## src/rtl/matrix_reader.sv

```systemverilog
// rtl/matrix_reader.sv - row-major stream loader that fills n x n matrix storage and keeps a checksum
module matrix_reader #(
    parameter int n  = 4,
    parameter int IW = 2
) (
    input  logic          clk,
    input  logic          rst,
    input  logic          start,
    input  logic [31:0]   in_data,
    input  logic          in_valid,
    output logic          in_ready,
    output logic          wr_en,
    output logic [IW-1:0] i,
    output logic [IW-1:0] j,
    output logic [31:0]   value,
    output logic          busy,
    output logic          done,
    output logic [31:0]   checksum
);

    typedef enum logic [1:0] {
        S_IDLE = 2'd0,
        S_LOAD = 2'd1,
        S_DONE = 2'd2
    } state_t;

    localparam logic [IW-1:0] LAST = IW'(n - 1);

    state_t        state;
    state_t        state_next;
    logic [IW-1:0] row;
    logic [IW-1:0] col;
    logic          accept;
    logic          last_elem;

    assign accept    = in_valid & in_ready;
    assign last_elem = accept && (row == LAST) && (col == LAST);

    // State register; reset overrides any pending start.
    always_ff @(posedge clk) begin
        if (rst) begin
            state <= S_IDLE;
        end else begin
            state <= state_next;
        end
    end

    // Next-state decode: DONE lasts exactly one cycle.
    always_comb begin
        state_next = state;
        case (state)
            S_IDLE: if (start) state_next = S_LOAD;
            S_LOAD: if (last_elem) state_next = S_DONE;
            S_DONE: state_next = S_IDLE;
            default: state_next = S_IDLE;
        endcase
    end

    // Status outputs are pure state decodes, so in_ready never depends on in_valid.
    always_comb begin
        in_ready = (state == S_LOAD);
        busy     = (state != S_IDLE);
        done     = (state == S_DONE);
    end

    // Counters, registered write port and running checksum.
    always_ff @(posedge clk) begin
        if (rst) begin
            row      <= '0;
            col      <= '0;
            wr_en    <= 1'b0;
            i        <= '0;
            j        <= '0;
            value    <= '0;
            checksum <= '0;
        end else begin
            wr_en <= accept;
            if (state == S_IDLE && start) begin
                row      <= '0;
                col      <= '0;
                checksum <= '0;
            end
            if (accept) begin
                i        <= row;
                j        <= col;
                value    <= in_data;
                checksum <= checksum + in_data;
                if (col == LAST) begin
                    col <= '0;
                    row <= (row == LAST) ? '0 : row + 1'b1;
                end else begin
                    col <= col + 1'b1;
                end
            end
        end
    end

endmodule

```

## config.mk

```make
export PLATFORM = sky130hd
export DESIGN_NAME = matrix_reader
export DESIGN_NICKNAME = d
export VERILOG_FILES = /design/src/rtl/matrix_reader.sv
export SDC_FILE = /design/constraint.sdc
export NUM_CORES = 1
export LEC_CHECK = 0
export ABC_AREA = 1
export ABC_CLOCK_PERIOD_IN_PS = 3200
export BUFFER_PORTS_ARGS = -buffer_cell sky130_fd_sc_hd__buf_2
export CAP_MARGIN = 20
export CORE_MARGIN = 5
export CORE_UTILIZATION = 44
export CTS_CLUSTER_SIZE = 10
export DETAILED_ROUTE_END_ITERATION = 12
export PLACE_DENSITY = 0.77
export SETUP_SLACK_MARGIN = 0.02
export SLEW_MARGIN = 20
export SYNTH_ARGS = -nofsm -noshare
export SYNTH_HDL_FRONTEND = slang
export SYNTH_SLANG_ARGS = --single-unit
```

## constraint.sdc

```tcl
create_clock -name clk -period 3.2 [get_ports clk]
set_input_delay 0.32 -clock clk [delete_from_list [all_inputs] [get_ports clk]]
set_output_delay 0.32 -clock clk [all_outputs]
set_load 0.005 [all_outputs]
```

* Word-level counts from Yosys, hierarchy flattened
Cells that the tools add are included.
Operators by class: add/sub/neg operators 3, eq/ne operators 6, muxes and demuxes 12, bitwise logic cells 1, reductions and logical operators 7
Operators by type and width (number):
- 2-to-1 mux 32 bit | 2
- adder 32 bit | 1
- 2-to-1 mux 2 bit | 9
- == test 2 bit, second input constant | 3
- adder 2 x 1 -> 2 bit, second input constant | 2
- one-hot mux 2 bit (2 select lines) | 1
- nonzero test 2 bit | 2
- logical AND 1 bit | 3
- == test 2 x 1 -> 1 bit, second input constant | 1
- zero test 2 bit | 1
- inequality test 2 x 1 -> 1 bit, second input constant | 1
- inequality test 2 bit, second input constant | 1
- AND reduction 2 bit | 1
- bitwise AND 1 bit | 1
Storage, ports and cells: register bits 75, bits of input ports 36, logic and storage cells 37

* Depth between registers and ports, before layout
depth after elaboration 6, mapped depth 14, mapped depth without buffers 14

* Worst setup path before layout
OpenSTA, ideal clock, no wires.
path kind register to register, from reg checksum[0], to reg checksum[16], library setup time 132 ps, arrival 1708 ps, required time 3068 ps, slack 1360 ps, cell stages (with the launch flop) 14, clock period less this slack 1840 ps, cells stage by stage dfxtp_1 ha_1 inv_1 fa_1 inv_1 nand3_1 nand3_1 nand2_1 nand2_1 inv_1 o21ai_0 nand2_1 nand3_1 a21oi_1
On the way: cells in the longest elaborated chain, start to end 2
Ends and longest elaborated chain:
- start, declared | RTL line 18 | output logic [31:0] checksum
- start signal, assigned | RTL line 87 | checksum <= checksum + in_data;
- adder 32 bit | RTL line 87
- 2-to-1 mux 32 bit | RTL line 83 | if (accept) begin
Every way passes these cells. A chain may end at the register's enable or synchronous reset.

* Worst setup path after layout
Ends and elaborated chain as after synthesis.

==> results.toml <==
[clock_tree]
clockBufferDepth = 2
hold_buffers = 0
cts_max_level = 3
path_clk_slew_ns = 0.06
post_cts_buffers = 0
ctsResizeCount = 0
cts_num_sinks = 75
cts_tree = "yes"
numCtsBuffers = 9
root_buffer = "clkbuf_16"
clkLatencyLatePin_ns = 0.35

[die]
die-area_um2 = 13630
start_util_pct = 44.49
core_region_area_um2 = 11270
die_h_um = 116.8
die_x_um = 116.8
ioPinCount = 108
rows = 39

[sta]
holdWs_ns = 0.2273
skew_ns = 0.009744
fin_crit_ns = 2.038
tns_ns = 0
max_clock_freq_ghz = 0.4906
rsz0062_at_grt = "no"
hold_viol_final = 0
worst_pin_slew_ns = 0.5379
finalMaxSlewViolations = 0
fin_crit_sh_pct = 63.70
slew_headroom_pct = 64.14
finalSetupViolCount = 0

[pwr]
p_int_mw = 1.749
p_sw_mw = 0.7121
ir_worst_vdd_v = 0.0004877
swShare_pct = 28.94
power_density_nw_per_um2 = 412.1
leakage_nw = 3.254
p_total_mw = 2.461
seq_power_share_pct = 40.3
p_comb_share_pct = 17.5
pwr-share-clk_pct = 42.2

[global_route]
grt-ovfl-total = 0
grt_first_pass_wirelength_mm = 22.92
antenna_found_initial = 0
gr-usage-all-layers_pct = 21.44
grt_max_degree = 42
grt_pass1_vias = 4742

[synth]
ys_types = 31
synth_nets = 898
synth.yosys.warnings = 0
syn-instance-count = 828
synthTopCellsByArea = "dfxtp_1 (30%), nand2_1 (25%), a21oi_1 (9.8%)"
yosysTopAreaCellShare_pct = 29.94
yosysSeqAreaShare_pct = 29.94
synthesis.area_um2 = 5015
synth_top_area_cell = "dfxtp_1"
syn_area_per_cell_um2 = 6.057
ys_ff_latch = 75

[finish]
drive_above_1_share_pct = 16.38
diodes = 0
n_fill_cell = 1174
syn_to_final_growth_pct = 19.09
nNetsFinal = 999

[critical_path]
crit_path_cell_trace = "ha_1, inv_1, fa_1, inv_1, nand3_1, nand3_1, nand2_1, nand2_1, inv_1, o21ai_0, nand2_1, nand3_1, a21oi_1"
crit_path_end_kind = "flop"
r2r_cells = 13
worst_path_max_delay_cell = "fa_1"
crit_path_start_kind = "flop"
cp.arrival_ns = 2.27
cp_slowest_stage_delay_ns = 0.35
path_class = "reg2reg"
worstPathRequired_ns = 3.43
crit_fanout = 5

[route]
first_iter_violations = 291
via_per_inst = 4.895
dr.pass1.iters = 5
wirelength_mm = 14.25
ant_nets = 0
vias = 5272
route.detailed.wl_per_inst_um = 13.23
drc_errors = 0

[place]
port_buffers = 107
gp_congestion = 0.9517
hpwl_mm = 10.84

[hold_path]
hold_path_depth = 3
holdCritPathClass = "in2reg"

[run]
cap_violations = 0

[outcome]
status = "completed"
state kept, by name, indices dropped and copies added, names as in the netlist:
signal / flops
value: 32
col: 2
j: 2
row: 2
i: 2
wr_en: 1
state: 2
checksum: 32
final timing paths:
| path | start | to | slack [ns] |
|---|---|---|---|
| worst max-delay path | checksum[0] | checksum[16] | 1.16 |
| worst min-delay path | in_data[9] | value[9] | 0.23 |
| worst max register to register | checksum[0] | checksum[16] | 1.16 |
| worst min register to register | value[19] | value[19] | 0.46 |
area by class of cell:
type	count	area, µm²	area share [%]
Multi-Input combinational cell	606	2932	49.09
Sequential cell	75	1501	25.14
Timing Repair Buffer	112	585.6	9.805
Inverter	125	469.2	7.857
Clock buffer	11	242.7	4.065
Clock inverter	5	62.56	1.048
Tap cell	143	178.9	2.996
per-stage QoR:
stage / instance area [µm²] / util (%) / cells / setup slack (ns)
floorplan: 5015 / - / 828 / 1.360
global placement: 5667 / 50.27 / 1061 / 1.149
detailed placement: 5667 / 50.27 / 1061 / 1.120
CTS: 5972 / 52.98 / 1077 / 1.148
global route: 5972 / 52.98 / 1077 / 0.9154
finish: 5972 / 52.98 / 1077 / 1.162
cells in the final DEF, fill, tap and decap left out, types with 9 or more instances in the layout:
master / count
a21oi_1: 98
buf_2: 107
clkbuf_16: 9
dfxtp_1: 75
ha_1: 33
inv_1: 123
nand2_1: 329
nand2_2: 10
nand3_1: 43
nor2_1: 45
o21ai_0: 12
Yosys cell counts (all sizes together):
cell type	n
nor3	2
o21bai	3
xor2	1
clkbuf	9
dfxtp	75
inv	125
and2	1
o32ai	1
or2	4
buf	13
o211ai	1
nand3	49
a211oi	2
nand2	339
nand3b	4
a21oi	99
ha	33
a21o	2
nor2	49
nand4	3
o21ai	12
fa	1
power by group through the flow:
stage / clock network, mW / logic [mW] / registers, mW
floorplan: 0 / 0.283 / 1.01
global placement: 0 / 0.425 / 1.01
detailed placement: 0 / 0.429 / 1.01
CTS: 1.07 / 0.432 / 0.991
global route: 1.10 / 0.492 / 0.995
finish: 1.04 / 0.431 / 0.991
critical path, delay by kind of cell (launching register included):
| kind | cells | cell delay, ns |
|---|---|---|
| adder cells (fa/ha/maj) | 2 | 0.55 |
| AND/OR/NAND/NOR | 6 | 0.55 |
| flip-flops | 1 | 0.34 |
| buffers and inverters | 3 | 0.26 |
| AO/OA/AOI/OAI | 2 | 0.21 |
metal layers:
metal,vias up,global-route usage [%],wire (µm)
li1,2781,-,-
met1,2319,28.61,6598
met2,154,34.17,6327
met3,18,4.301,1037
met4,0,8.180,286
met5,-,0,0
cells by family (layout without fill, tap and decap cells):
group                      Yosys count  in the layout  share of synthesized area (%)
and+or+nand+nor                    451            451                          37.13
adders and majority gates           34             34                          8.633
xor gates and xnor gates             1              1                         0.1747
AOI/OAI and AO/OA                  120            120                          12.52
buffers and inverters              147            253                          11.60
DFF                                 75             75                          29.94
(Power assumes the default switching activity.)
